`src/rtl/fifo_uart_tx_pkg.sv`:
```
// Shared UART definitions: state encoding, frame size and bit timing.
// Imported by the transmitter now and by the receiver later.
package fifo_uart_tx_pkg;

    typedef enum logic [1:0] {
        IDLE  = 2'd0,
        START = 2'd1,
        DATA  = 2'd2,
        STOP  = 2'd3
    } tx_state_t;

    localparam int FRAME_BITS = 10;

    function automatic int clks_per_bit(input int clk_freq, input int baud);
        return clk_freq / baud;
    endfunction

endpackage

```
`src/rtl/uart_baud_timer.sv`:
```
// Bit-period counter: counts 0..CLKS_PER_BIT-1 and flags the last cycle.
// A clear realigns the bit period to the current edge.
module uart_baud_timer #(
    parameter int CLKS_PER_BIT = 234
) (
    input  logic clock,
    input  logic reset_n,
    input  logic clear,
    output logic bit_end
);

    localparam int CW = $clog2(CLKS_PER_BIT);

    logic [CW-1:0] r_cnt;

    assign bit_end = (r_cnt == CW'(CLKS_PER_BIT - 1));

    always_ff @(posedge clock or negedge reset_n) begin
        if (!reset_n) begin
            r_cnt <= '0;
        end else if (clear || bit_end) begin
            r_cnt <= '0;
        end else begin
            r_cnt <= r_cnt + CW'(1);
        end
    end

endmodule

```
`src/rtl/fifo_uart_tx.sv`:
```
// FWFT FIFO drain serialising each byte as an 8N1 UART frame.
// Back-to-back frames pop at the stop bit end with no idle gap.
module fifo_uart_tx
    import fifo_uart_tx_pkg::*;
#(
    parameter int CLK_FREQ   = 27000000,
    parameter int BAUD       = 115200,
    parameter int DATA_WIDTH = 8
) (
    input  logic                  clock,
    input  logic                  reset_n,
    input  logic                  fifo_empty,
    input  logic [DATA_WIDTH-1:0] fifo_data,
    output logic                  fifo_read_en,
    output logic                  tx,
    output logic                  busy,
    output logic                  tx_done
);

    localparam int CLKS_PER_BIT = clks_per_bit(CLK_FREQ, BAUD);
    localparam logic [2:0] LAST_BIT = 3'(FRAME_BITS - 3);

    tx_state_t             r_state, w_state;
    logic [2:0]            r_bit_cnt, w_bit_cnt;
    logic [DATA_WIDTH-1:0] r_shift, w_shift;
    logic                  r_tx, w_tx;
    logic                  r_busy, w_busy;
    logic                  r_done, w_done;
    logic                  w_bit_end;
    logic                  w_pop;

    uart_baud_timer #(
        .CLKS_PER_BIT(CLKS_PER_BIT)
    ) u_baud (
        .clock  (clock),
        .reset_n(reset_n),
        .clear  (w_pop),
        .bit_end(w_bit_end)
    );

    // Gated by reset so no pop strobe is seen while the block is held
    assign w_pop = reset_n && !fifo_empty &&
                   ((r_state == IDLE) ||
                    (r_state == STOP && w_bit_end));

    assign fifo_read_en = w_pop;
    assign tx           = r_tx;
    assign busy         = r_busy;
    assign tx_done      = r_done;

    always_comb begin
        w_state   = r_state;
        w_bit_cnt = r_bit_cnt;
        w_shift   = r_shift;
        w_tx      = r_tx;
        w_busy    = r_busy;
        w_done    = 1'b0;
        unique case (r_state)
            IDLE: begin
                if (w_pop) begin
                    w_state = START;
                    w_shift = fifo_data;
                    w_tx    = 1'b0;
                    w_busy  = 1'b1;
                end
            end
            START: begin
                if (w_bit_end) begin
                    w_state   = DATA;
                    w_bit_cnt = 3'd0;
                    w_tx      = r_shift[0];
                end
            end
            DATA: begin
                if (w_bit_end) begin
                    if (r_bit_cnt == LAST_BIT) begin
                        w_state = STOP;
                        w_tx    = 1'b1;
                    end else begin
                        w_shift   = r_shift >> 1;
                        w_bit_cnt = r_bit_cnt + 3'd1;
                        w_tx      = r_shift[1];
                    end
                end
            end
            STOP: begin
                if (w_bit_end) begin
                    w_done = 1'b1;
                    if (w_pop) begin
                        w_state = START;
                        w_shift = fifo_data;
                        w_tx    = 1'b0;
                    end else begin
                        w_state = IDLE;
                        w_busy  = 1'b0;
                    end
                end
            end
            default: w_state = IDLE;
        endcase
    end

    always_ff @(posedge clock or negedge reset_n) begin
        if (!reset_n) begin
            r_state   <= IDLE;
            r_bit_cnt <= 3'd0;
            r_shift   <= '0;
            r_tx      <= 1'b1;
            r_busy    <= 1'b0;
            r_done    <= 1'b0;
        end else begin
            r_state   <= w_state;
            r_bit_cnt <= w_bit_cnt;
            r_shift   <= w_shift;
            r_tx      <= w_tx;
            r_busy    <= w_busy;
            r_done    <= w_done;
        end
    end

endmodule
```
`config.mk`:
```
export PLATFORM = sky130hd
export DESIGN_NAME = fifo_uart_tx
export DESIGN_NICKNAME = d
export VERILOG_FILES = /design/src/rtl/fifo_uart_tx_pkg.sv /design/src/rtl/uart_baud_timer.sv /design/src/rtl/fifo_uart_tx.sv
export SDC_FILE = /design/constraint.sdc
export NUM_CORES = 1
export LEC_CHECK = 0
export ABC_AREA = 1
export BUFFER_PORTS_ARGS = -buffer_cell sky130_fd_sc_hd__buf_2
export CELL_PAD_IN_SITES_DETAIL_PLACEMENT = 0
export CELL_PAD_IN_SITES_GLOBAL_PLACEMENT = 1
export CORE_MARGIN = 2
export CORE_UTILIZATION = 47
export CTS_BUF_LIST = sky130_fd_sc_hd__clkbuf_16
export DETAILED_ROUTE_END_ITERATION = 7
export PLACE_DENSITY_LB_ADDON = 0.1
export SLEW_MARGIN = 20
export SYNTH_ARGS = -nofsm -noshare
export SYNTH_HDL_FRONTEND = slang
export SYNTH_SLANG_ARGS = --single-unit
export TNS_END_PERCENT = 5
```
`constraint.sdc`:
```
create_clock -name clock -period 2.7 [get_ports clock]
set_clock_uncertainty 0.2 [all_clocks]
set_input_delay 0.405 -clock clock [delete_from_list [all_inputs] [get_ports clock]]
set_output_delay 0.405 -clock clock [all_outputs]
set_load 0.02 [all_outputs]
```
# Yosys cells after proc, flatten, opt, wreduce, memory -nomap -nowiden
# Cells that the tools add are included.
# word_totals
ff_bits	24
wordCells	65
out_inout_bits	4
# op_classes
mux	29
add_sub_neg	2
eq_ne	12
n_reduce_logical	15
# ops
op	n
$mux 8	5
$pmux 8 s3	1
$reduce_and 4->1	3
$mux 1	11
$mux 2	5
$mux 3	3
$add 8x1->8 const B	1
$eq 8x8->1 const B	1
$ne 2x1->1 const B	4
$pmux 2 s4	1
$ne 2x2->1 const B	3
$pmux 3 s2	1
$reduce_and 5->1	1
$eq 2x2->1 const B	2
$pmux 1 s4	1
$reduce_bool 2->1	2
$add 3x1->3 const B	1
$eq 3x3->1 const B	1
$logic_and 1x1->1	3
$reduce_and 3->1	1
$reduce_bool 3->1	1
$eq 2x1->1 const B	1
$logic_not 2->1	1
$logic_or 1x1->1	2
other kinds (2)	2

# Logic depth before layout (Yosys ltp)
# Gate-level depths: netlist (run 1).
# depth
ltp_word	7
mapped_depth	11
ltp_nobuf	11

# Hierarchy
# From an unflattened synthesis (run 1), not the netlist that was laid out.
# unflattened
cells_unflattened	191
hier_area_um2	1437.6
# modules_own_cells
mod	cells_each	n_inst	area_per_inst_um2
fifo_uart_tx	135	1	1006.0
uart_baud_timer	56	1	431.7

# Worst setup path before layout (run 1)
# OpenSTA, ideal clock, no wires.
# synth_path
kind	register -> register
startpoint	reg r_state[0]
endpoint	reg r_shift[0]
path_stages_with_launch	10
n_path_buf	1
arrival_time_ps	1543
slack_ps	840
path_cell_list	dfrtp_1 > inv_1 > ha_1 > buf_4 > inv_2 > nand2_1 > a21oi_4 > nand2_4 > nand2_1 > nand2_1
# synth_between
elab_chain_len	7
elab_cells_between_ends	14
# synth_rtl
element	line	text
start, declared	fifo_uart_tx.sv:23	tx_state_t r_state, w_state;
start signal, assigned	fifo_uart_tx.sv:112	r_state <= w_state;
$eq 2x2->1	fifo_uart_tx.sv:44, fifo_uart_tx.sv:58	
$logic_and 1x1->1	fifo_uart_tx.sv:44	(r_state == STOP && w_bit_end));
$logic_or 1x1->1	fifo_uart_tx.sv:43	((r_state == IDLE) ||
$logic_and 1x1->1	fifo_uart_tx.sv:42	assign w_pop = reset_n && !fifo_empty &&
$mux 8 (2 in series)	--	
$pmux 8 s3	fifo_uart_tx.sv:58	unique case (r_state)
end signal, assigned	fifo_uart_tx.sv:114	r_shift <= w_shift;
end, declared	fifo_uart_tx.sv:25	logic [DATA_WIDTH-1:0] r_shift, w_shift;
# Several ways; a longest one is shown, not always the timed one. The select of a mux whose other input is x is not followed.
# A chain may end at the register's enable or synchronous reset.

# Final worst setup path (run 1)
# layout_path
startpoint	reg u_baud.r_cnt[1]
endpoint	out fifo_read_en
# layout_between
elab_chain_len	4
# layout_rtl
element	line	text
start, declared	uart_baud_timer.sv:14	logic [CW-1:0] r_cnt;
start signal, assigned	uart_baud_timer.sv:24	r_cnt <= r_cnt + CW'(1);
$eq 8x8->1	uart_baud_timer.sv:16	assign bit_end = (r_cnt == CW'(CLKS_PER_BIT - 1));
$logic_and 1x1->1	fifo_uart_tx.sv:44	
$logic_or 1x1->1	fifo_uart_tx.sv:43	
$logic_and 1x1->1	fifo_uart_tx.sv:42	
end, declared	fifo_uart_tx.sv:14	output logic fifo_read_en,
# No other way between the ends.

==> results of run 1 <==
[final timing paths]
path	startpoint	endpoint	slack, ps
worst max-delay path	u_baud.r_cnt[1]	fifo_read_en	510
worst min-delay path	tx	tx	260
worst max register to register	r_state[0]	r_state[0]	510
worst min register to register	tx	tx	260
max in group asynchronous	reset_n	tx	1510
min in group asynchronous	reset_n	tx_done	500
[Yosys cell counts (all sizes together)]
cell / count
dfrtp: 23
a22o: 2
nand3: 15
o31ai: 2
xnor2: 1
ha: 10
a21oi: 2
nor3: 3
inv: 19
dfstp: 1
nand2: 64
buf: 1
o21ai: 5
nand4: 1
nor2: 15
xor2: 2
or2: 1
o211ai: 1
and2: 1
[sequential cells by signal, summed over array words and instances (netlist names)]
signal        count
busy              1
r_state           2
r_bit_cnt         3
r_shift           8
u_baud.r_cnt      8
tx                1
tx_done           1
[power groups by stage]
stage	logic [mW]	registers (mW)	clock network, mW
after floorplan	0.00215	0.366	0
after global placement	0.0181	0.366	0
after detailed placement	0.0185	0.366	0
after CTS	0.0198	0.360	0.429
after global routing	0.0216	0.359	0.447
final	0.0189	0.360	0.422
[cell families (layout without fill, tap and decap cells)]
logic type                 after synthesis  after routing
AOI/OAI and AO/OA                       12             12
buffers and inverters                   20             39
and+or+nand+nor                        100            100
xor gates and xnor gates                 3              3
adders and majority gates               10             10
DFF                                     24             24
[layer usage]
layer,global-route usage (%),up-vias,share of wire [%]
li1,-,571,-
met1,21.9,498,46
met2,30.3,16,50
met3,1.97,5,1.9
met4,6.82,0,1.6
met5,0,-,0
[what timing repair did]
item	4_1_cts	5_1_grt
hold endpoints to repair	23	0
gates resized for setup	0	0
hold buffers	1	0
[worst max-delay path, cell delays in order (launching register included)]
cell,delay (ps)
dfrtp_1,400
inv_1,60
ha_1,180
nand2_4,70
nor2_8,140
nand3_4,110
nand2_4,90
nand2_4,80
inv_1,60
buf_2,150
[cell type report]
| type | count | area share [%] |
|---|---|---|
| inverters | 19 | 4.32 |
| multi-input cells | 125 | 45.2 |
| clock buffers | 3 | 4.55 |
| clock inverters | 1 | 1.82 |
| well taps | 31 | 2.35 |
| repair buffers | 16 | 5.30 |
| flip-flops and latches | 24 | 36.4 |
==> impl_metrics.toml, run 1 <==
[outcome]
outcome = "completed"

[global_route]
grt_overflow = 0
grt_max_degree = 25
grt_pass1_vias = 1047
grt.total_usage_pct = 17.4
grt_pass1_wl_um = 4550
antenna_found_initial = 0

[sta]
tightest_slew_ps = 384
period_needed_ps = 2190
hold-worst-slack_ps = 258
fmax_ghz = 0.456
drv_slew = 0
setup_ws_ps = 506
tns_ps = 0
grt_setup_unrepaired = "no"
finalSetupViolCount = 0
hold_viol_final = 0
finalCritPeriodShare_pct = 81.3
relSlewSlack_pct = 74.4

[cells_and_area]
final_common_cell = "nand2_1"
fin_util_pct = 58.4
fillCellCount = 256
antenna_cells = 0
multi_input_area_um2 = 747
mostFrequentLayoutCells = "nand2_1 (57), dfrtp_1 (23), inv_1 (18)"
post_route_cells_drive_above_1_share_pct = 18.6
seq_area_um2 = 602
final_cell_area_mm2 = 0.00165
nets = 210
area_growth_pct = 15.7
fin_cells = 219

[detailed_routing]
drc = 0
antenna_left = 0
vias_per_cell = 4.98
drt_iter0_markers = 20
firstDrtPassIters = 4
vias = 1090
wire_per_inst_um = 12.4
wirelength_um = 2720

[worst_setup_path]
critPathLaunchType = "register"
reg2reg_depth = 8
worstSetupPathType = "reg -> out"
worstSetupEndpointType = "output port"
path_max_fanout = 5
crit_arrival_ps = 1590
required_ps = 2100

[power_and_ir_drop]
p_sw_mw = 0.139
p_leak_nw = 0.966
p_int_mw = 0.662
peakVddDrop_v = 0.000251
switching_share_pct = 17.4
p_per_area_mw_per_mm2 = 485
p_comb_share_pct = 2.4
clock_power_share_pct = 52.7
sequentialPowerShare_pct = 44.9
power.total_mw = 0.801

[placement]
placed_cells = 214
port_buffers = 14
gp_congestion = 0.826
dp_hpwl_um = 2110
dpl-instance-area_mm2 = 0.00154
pre_cts_ws_ps = 580

[synthesis]
synth_compound_area_share_pct = 6.31
synth_seq_cells = 24
yosys.area_share.adder_pct = 8.76
synth_mux_area_share_pct = 0
seq_area_frac_synth_pct = 42.2
syn-num-nets = 190
netlist_area_mm2 = 0.00143
yosysTopAreaCell = "dfrtp_1"
syn-mean-instance-area_um2 = 8.45
yosys_warnings = 0
synth_area_leaders = "dfrtp_1 (40%), nand2_1 (15%), ha_1 (8.8%)"
synth-simple-area-share_pct = 35.4
synth_cell_type_count = 27
synth_top_family_by_area = "simple AND/OR/NAND/NOR gates"
synth_xor_area_share_pct = 1.84
synth.top_cell.area_share_pct = 40.3
synth_cells = 169

[floorplan]
dieArea_mm2 = 0.00349
start_util_pct = 50.5
die_h_um = 59.1
core_mm2 = 0.00283
pin_count = 15
chipWidth_um = 59.1
rows = 19

[cts]
cts_num_sinks = 24
clock_path_buffers = 2
clkSlewWorstSetupHoldPaths_ps = 60
clk-insertion-delay-late_ps = 260
cts_inserted_buffers = 3
cts_setup_buffers = 0
htreeDepth = 1
clockRootBuffer = "clkbuf_16"
cts_tree = "yes"

[hold_path]
whs_path_depth = 2
hold_class = "reg -> reg"

[flow_run]
drv_cap = 0
Power figures use the tool's default switching activity.
==> inputs of run 2 (changes only) <==
--- a/config.mk
+++ b/config.mk
@@ -10,7 +10,7 @@
 export CELL_PAD_IN_SITES_DETAIL_PLACEMENT = 0
 export CELL_PAD_IN_SITES_GLOBAL_PLACEMENT = 1
 export CORE_MARGIN = 2
-export CORE_UTILIZATION = 47
+export CORE_UTILIZATION = 39
 export CTS_BUF_LIST = sky130_fd_sc_hd__clkbuf_16
 export DETAILED_ROUTE_END_ITERATION = 7
 export PLACE_DENSITY_LB_ADDON = 0.1
==> constraint.sdc (replaced) <==
create_clock -name clock -period 1.8 [get_ports clock]
set_clock_uncertainty 0.2 [all_clocks]
set_input_delay 0.27 -clock clock [delete_from_list [all_inputs] [get_ports clock]]
set_output_delay 0.27 -clock clock [all_outputs]
set_load 0.02 [all_outputs]
==> impl_metrics.toml, run 2 (synthesized netlist as in run 1, its figures left out) <==
[outcome]
outcome = "finished with violations"
violations = "negative setup slack"

[worst_setup_path]
path_cells = "inv_2 > buf_4 > ha_2 > inv_2 > nand2_4 > nand2_4 > inv_2 > buf_6"
path_delay_family = "buffers and inverters"
reg2reg_depth = 9
worstSetupEndpointType = "output port"
critPathLaunchType = "register"
regToRegStartpoint = "r_state[1]"
required_ps = 1330
crit_top_cell = "inv_2"
crit_arrival_ps = 1410
crit_slowest_cell = "dfrtp_1"
cp_num_buf_inv = 5
path_max_fanout = 4
slowest_delay_ps = 410
rr_endpoint = "r_shift[2]"
regToRegSetupSlack_ps = 20
worstSetupPathType = "reg -> out"

[power_and_ir_drop]
sequentialPowerShare_pct = 44.7
p_comb_share_pct = 2.4
clock_power_share_pct = 53.0
p_leak_nw = 1.08
p_int_mw = 0.993
p_per_area_mw_per_mm2 = 635
switching_share_pct = 17.8
p_sw_mw = 0.215
peakVddDrop_v = 0.000817

[global_route]
antenna_found_initial = 0
grt.total_usage_pct = 16.3
grt_pass1_vias = 1148
grt_overflow = 0
grt_pass1_wl_um = 5180
grt_max_degree = 25

[cells_and_area]
area_growth_pct = 33.3
fillCellCount = 324
multi_input_area_um2 = 791
seq_area_um2 = 602
final_common_cell = "nand2_1"
antenna_cells = 0
reg_top3 = "r_shift (8), u_baud.r_cnt (8), r_bit_cnt (3)"
mostFrequentLayoutCells = "nand2_1 (55), dfrtp_1 (23), buf_4 (22)"
final_cell_area_mm2 = 0.00190
post_route_cells_drive_above_1_share_pct = 32.7
fin_util_pct = 55.7
nets = 233
fin_cells = 257

[detailed_routing]
wire_per_inst_um = 11.5
vias_per_cell = 4.56
vias = 1171
antenna_left = 0
firstDrtPassIters = 4
wirelength_um = 2960
drc = 0
drt_iter0_markers = 77

[cts]
clk-insertion-delay-late_ps = 260
clock_path_buffers = 2
cts_inserted_buffers = 3
cts_tree = "yes"
cts_num_sinks = 24
clockRootBuffer = "clkbuf_16"
clkSlewWorstSetupHoldPaths_ps = 60
htreeDepth = 1

[sta]
finalSetupViolCount = 1
period_needed_ps = 1880
fmax_ghz = 0.532
grt_setup_unrepaired = "yes"
tightest_slew_ps = 323
relSlewSlack_pct = 78.3
hold_viol_final = 0
setup_ws_ps = -81.1
finalCritPeriodShare_pct = 105
drv_slew = 0

[placement]
port_buffers = 14
gp_congestion = 0.743
dp_hpwl_um = 2140
dpl-instance-area_mm2 = 0.00167
placed_cells = 244
pre_cts_ws_ps = 3.76

[floorplan]
die_h_um = 64.5
start_util_pct = 41.8
rows = 21
dieArea_mm2 = 0.00416
chipWidth_um = 64.5
pin_count = 15
core_mm2 = 0.00342

[flow_run]
drv_cap = 0

[hold_path]
hold_path_startpoint = "fifo_data[7]"
whs_path_depth = 5
holdPathEnd = "r_shift[7]"
hold_class = "in -> reg"
==> run 2: routing by layer <==
| metal | wire length (um) | global-route usage (%) | vias to the layer above | part of all wire [%] |
|---|---|---|---|---|
| li1 | - | - | 621 | - |
| met1 | 1430 | 20.8 | 535 | 48 |
| met2 | 1400 | 26.6 | 11 | 47 |
| met3 | 74 | 3.82 | 4 | 2.5 |
| met4 | 53 | 6.38 | 0 | 1.8 |
| met5 | 0 | 0 | - | 0 |
==> run 2: worst max-delay path by stage <==
stage | depth (start not counted) | to | start
final | 8 | fifo_read_en | r_state[0]
after global routing | 9 | fifo_read_en | u_baud.r_cnt[1]
after CTS | 9 | fifo_read_en | u_baud.r_cnt[1]
after detailed placement | 7 | fifo_read_en | r_state[0]
after global placement | 8 | r_shift[4] | r_state[0]
after floorplan | 9 | r_shift[7] | r_state[0]
==> run 2: final cells by class <==
| class | instances | share of cell area [%] |
|---|---|---|
| sequential | 24 | 31.6 |
| multi-input combinational | 125 | 41.6 |
| clock inverter | 1 | 1.58 |
| timing repair buffer | 39 | 14.4 |
| inverter | 19 | 3.88 |
| tap | 46 | 3.02 |
| clock buffer | 3 | 3.94 |
==> run 2: metrics by stage <==
stage | total power [mW] | hold WS (ps) | setup TNS, ps
after floorplan | 0.553 | -226 | 0
after global placement | 0.577 | 139 | 0
after detailed placement | 0.577 | 142 | 0
after CTS | 1.23 | 125 | -224
after global routing | 1.25 | 163 | -923
final | 1.21 | 127 | -81.1
==> run 2: power groups by stage <==
stage	sequential [mW]	combinational, mW	clock, mW
floorplan	0.550	0.00322	0
global placement	0.549	0.0271	0
detailed placement	0.549	0.0279	0
CTS	0.539	0.0297	0.661
global route	0.539	0.0331	0.682
finish	0.539	0.0287	0.640
==> run 2: repair_timing <==
item,in CTS,in global routing
buffers inserted,7,1
pin swaps,3,4
gates resized for setup,9,7
hold buffers,1,0
endpoints found under the hold margin,23,0
endpoints found under the setup margin,5,19
==> run 2: worst min-delay path: cells and delay by family <==
family | cells | cell delay, ps
AND/OR/NAND/NOR | 3 | 150
buffers and inverters | 2 | 130
